===== config.mk =====
export PLATFORM = sky130hd
export DESIGN_NAME = seq_mult_ctrl
export DESIGN_NICKNAME = d
export VERILOG_FILES = /design/src/rtl/seq_mult_ctrl.sv
export SDC_FILE = /design/constraint.sdc
export NUM_CORES = 1
export LEC_CHECK = 0
export BUFFER_PORTS_ARGS = -buffer_cell sky130_fd_sc_hd__clkbuf_2
export CAP_MARGIN = 20
export CORE_MARGIN = 1.5
export CORE_UTILIZATION = 60
export DETAILED_ROUTE_END_ITERATION = 16
export GPL_TIMING_DRIVEN = 0
export HOLD_SLACK_MARGIN = 0.06
export PLACE_DENSITY = 0.87
export REMOVE_ABC_BUFFERS = 1
export SETUP_SLACK_MARGIN = 0.3
export SLEW_MARGIN = 20
export SYNTH_ARGS = -nofsm -noshare
export SYNTH_HDL_FRONTEND = slang
export SYNTH_SLANG_ARGS = --single-unit

===== constraint.sdc =====
create_clock -name clk -period 4.8 [get_ports clk]
set_clock_uncertainty 0.1 [all_clocks]
set_input_delay 0.24 -clock clk [delete_from_list [all_inputs] [get_ports clk]]
set_output_delay 0.24 -clock clk [all_outputs]
set_load 0.01 [all_outputs]

===== src/rtl/seq_mult_ctrl.sv =====
// Sequential shift-add unsigned multiplier with start/ready/done handshake.
// Each CALC cycle adds one shifted partial product, so a WIDTH x WIDTH product
// takes WIDTH cycles plus one DONE cycle.
module seq_mult_ctrl #(
  parameter int WIDTH = 4
) (
  input  logic               clk,
  input  logic               rst_n,
  input  logic               start,
  input  logic [WIDTH-1:0]   a,
  input  logic [WIDTH-1:0]   b,
  output logic               ready,
  output logic               busy,
  output logic               done,
  output logic [2*WIDTH-1:0] product
);

  localparam int CW = (WIDTH > 1) ? $clog2(WIDTH) : 1;
  localparam logic [CW-1:0] LAST = CW'(WIDTH - 1);

  typedef enum logic [1:0] {
    IDLE = 2'd0,
    CALC = 2'd1,
    DONE = 2'd2
  } state_t;

  state_t               state_q, state_d;
  logic [WIDTH-1:0]     a_reg_q, a_reg_d;
  logic [WIDTH-1:0]     b_reg_q, b_reg_d;
  logic [2*WIDTH-1:0]   acc_q, acc_d;
  logic [2*WIDTH-1:0]   product_q, product_d;
  logic [CW-1:0]        count_q, count_d;
  logic                 ready_q, ready_d;
  logic                 busy_q, busy_d;
  logic                 done_q, done_d;

  logic [2*WIDTH-1:0]   addend;
  logic [2*WIDTH-1:0]   acc_sum;

  // Next-state, datapath and registered-output logic
  always_comb begin
    state_d   = state_q;
    a_reg_d   = a_reg_q;
    b_reg_d   = b_reg_q;
    acc_d     = acc_q;
    product_d = product_q;
    count_d   = count_q;
    ready_d   = ready_q;
    busy_d    = busy_q;
    done_d    = 1'b0;

    addend  = {{WIDTH{1'b0}}, a_reg_q} << count_q;
    acc_sum = b_reg_q[count_q] ? (acc_q + addend) : acc_q;

    unique case (state_q)
      IDLE: begin
        if (start) begin
          a_reg_d = a;
          b_reg_d = b;
          acc_d   = '0;
          count_d = '0;
          state_d = CALC;
          ready_d = 1'b0;
          busy_d  = 1'b1;
        end
      end
      CALC: begin
        acc_d   = acc_sum;
        count_d = count_q + 1'b1;
        // The final step's add goes straight into product, not via acc_q.
        if (count_q == LAST) begin
          product_d = acc_sum;
          state_d   = DONE;
          done_d    = 1'b1;
        end
      end
      DONE: begin
        state_d = IDLE;
        ready_d = 1'b1;
        busy_d  = 1'b0;
      end
      default: begin
        state_d = IDLE;
        ready_d = 1'b1;
        busy_d  = 1'b0;
      end
    endcase
  end

  // State registers with asynchronous active-low reset
  always_ff @(posedge clk or negedge rst_n) begin
    if (!rst_n) begin
      state_q   <= IDLE;
      a_reg_q   <= '0;
      b_reg_q   <= '0;
      acc_q     <= '0;
      product_q <= '0;
      count_q   <= '0;
      ready_q   <= 1'b1;
      busy_q    <= 1'b0;
      done_q    <= 1'b0;
    end else begin
      state_q   <= state_d;
      a_reg_q   <= a_reg_d;
      b_reg_q   <= b_reg_d;
      acc_q     <= acc_d;
      product_q <= product_d;
      count_q   <= count_d;
      ready_q   <= ready_d;
      busy_q    <= busy_d;
      done_q    <= done_d;
    end
  end

  assign ready   = ready_q;
  assign busy    = busy_q;
  assign done    = done_q;
  assign product = product_q;

endmodule


==> results.yml <==
detailed_routing:
  drtIter0Drc: 38
  ant_nets: 0
  wl_per_cell_um: 12.7
  topRoutingLayerUsed: "met4"
  wl_met2_um: 1490
  vias_per_cell: 5.48
  via_count: 1299
  drt-pass1-iter-count: 4
  dr_wl_met3_um: 119
  drcViolationCount: 0
  drt-met1-wl_um: 1340
  wl_um: 3000
hold_path:
  hold_class: "input port to flop"
  holdPathEnd: "state_q[0]"
  holdCritStartpoint: "start"
  min_path_cells: 3
setup_path:
  path_max_fanout: 11
  reg2reg_from: "count_q[0]"
  cp.buffers_inverters: 0
  r2r_setup_slack_ns: 2.06
  crit_required_ns: 4.92
  crit_type: "flop to flop"
  crit_path_start_kind: "flop"
  reg2reg_depth: 9
  arrival_ns: 2.86
  endpoint_kind: "flop"
  crit_top_cell: "nor2_1"
  crit_path_top_delay_cell: "dfrtp_1"
  slowest_delay_ns: 0.59
  path_delay_family: "adder cells"
  path_cells: "nand2b_1 -> nor2_1 -> ha_1 -> fa_1 -> a211oi_1 -> nor2_1 -> o31ai_1 -> mux2i_1 -> nand3_1"
  r2r-end: "product[6]"
timing:
  min_period_ns: 2.74
  tightestPinTransition_ns: 0.731
  grt_setup_unrepaired: "no"
  fmax_ghz: 0.365
  hold_viol: 0
  whs_ns: 0.102
  relSlewSlack_pct: 51.3
  finalSetupViolCount: 0
  period_share_pct: 57.1
  slew_viol_final: 0
  final.setup.tns_ns: 0
clocking:
  cts.sinks: 31
  ctsRootBufferMaster: "clkbuf_4"
  postCtsHoldBufs: 9
  clk_latency_ns: 0.33
  clock_path_buffers: 2
  htree_levels: 2
  post_cts_buffers: 0
  cts_buffers: 5
  clk_pin_slew_worst_paths_ns: 0.09
  post_cts_resized: 0
  tritoncts: "yes"
pwr:
  p_leak_nw: 1.02
  ir_drop_v: 0.000516
  powerDensity_nw_per_um2: 659
logic_synthesis:
  yosys-top-cells-count: "nand2_1, dfrtp_1, o21ai_0"
  ys.flop_type: "dfrtp_1"
  yosysMostFrequentCell: "nand2_1"
  synth-seq-area-share_pct: 46.1
  syn_inst: 176
  synth_edf_count: 0
  yosysTopAreaCellShare_pct: 44.5
  syn_area_um2: 1690
  synth.distinct_cells: 35
  synth_top_cell_by_area: "dfrtp_1"
  synth.top_cells.by_area: "dfrtp_1, nand2_1, mux2i_1"
  postSynth.asyncResetShare_pct: 100
  ys_warn_count: 0
  syn_avg_cell_area_um2: 9.58
  yosys_register_bits: 31
place:
  dp_hpwl_um: 2120
  portBuffers: 21
  finalWeightedCongestion: 0.898
floorplanning:
  fp.dieArea_um2: 3140
  core_um2: 2710
  die_h_um: 56.0
  rows: 19
  io_pins: 22
  initial_utilization_pct: 62.2
  die_w_um: 56.0
global_route:
  grt_pass1_vias: 1286
  grt_start_max_net_pins: 32
  gr-total-overflow: 0
  grt_usage_pct: 22.3
  grt_pass1_wl_um: 5440
  antenna_found_initial: 0
layout:
  area_growth_pct: 15.1
  diodes: 0
  fin_nets: 226
  final_layout_size_suffix_gt1_share_pct: 16.0
job:
  maxCapViolCount: 0
status:
  run_status: "finished clean"
## report_power, final
| group | switching [mW] | internal (mW) | total (mW) |
|---|---|---|---|
| Combinational | 0.372 | 0.285 | 0.657 |
| Clock | 0.0851 | 0.0677 | 0.153 |
| Sequential | 0.0960 | 0.373 | 0.469 |
## layout by cell type (no fill, tap or decap), types with 2 or more instances in the layout
cell type      instances
nand2_1               34
dfrtp_1               30
clkbuf_2              21
o21ai_0               15
mux2i_1               12
a21oi_1               10
nor2_1                 9
nand3_1                9
dlygate4sd3_1          9
ha_1                   8
inv_1                  6
clkbuf_4               5
xor2_1                 4
nand2b_1               3
and3_1                 2
nor2b_1                2
a211oi_1               2
o21a_1                 2
a22o_1                 2
xnor2_1                2
o31ai_1                2
a21o_1                 2
## worst max-delay path by stage
stage	slack [ns]	cells past startpoint	from	endpoint
finish	2.06	9	count_q[0]	product[6]
global route	1.86	9	count_q[0]	product[6]
CTS	2.06	9	count_q[0]	product[6]
detailed placement	2.10	8	count_q[0]	acc_q[7]
global placement	2.13	9	count_q[0]	product[6]
floorplan	2.31	8	count_q[0]	acc_q[7]
## cells by family (layout without fill, tap and decap cells)
family          count (synthesis)  count (layout)  synth area share [%]
compound gates                 39              39                  14.4
xor+xnor                        6               6                  3.12
fa+ha+maj                       9               9                  7.12
buf+inv                        13              43                  3.49
flops                          31              31                  46.1
mux                            14              14                  8.68
simple gates                   64              64                  17.1
## sequential cells by signal, indices dropped and copies added, names as in the netlist
name	flops
acc_q	8
product	8
a_reg_q	4
b_reg_q	4
count_q	2
state_q	2
busy	1
done	1
ready	1
## routing by layer
metal  up-vias  GRT usage [%]
met4         0           9.52
met1       607           26.2
li1        663              -
met3         5           7.21
met2        24           37.5
met5         -              0
## area by class of cell
type                       count  area [µm²]
inverter                       6        22.5
multi-input combinational    132         851
clock buffer                   6        51.3
tap                           31        38.8
timing repair buffer          30         195
clock inverter                 1        5.00
fill                         202         769
sequential                    31         777
## worst reg2reg max path, stage by stage, from the launching register on
cell      delay (ns)
dfrtp_1         0.59
nand2b_1        0.19
nor2_1          0.05
ha_1            0.24
fa_1            0.43
a211oi_1        0.24
nor2_1          0.08
o31ai_1         0.38
mux2i_1         0.25
nand3_1         0.08
## stage by stage
step	setup WS [ns]	std cells	utilization, %	area, µm²	total power, mW
after floorplan	2.31	169	-	1650	0.965
after global placement	2.13	221	66.2	1790	1.09
after detailed placement	2.10	221	66.2	1790	1.13
after CTS	2.06	237	71.6	1940	1.29
after global routing	1.86	237	71.6	1940	1.40
final	2.06	237	71.6	1940	1.28
Power figures use the tool's default switching activity.
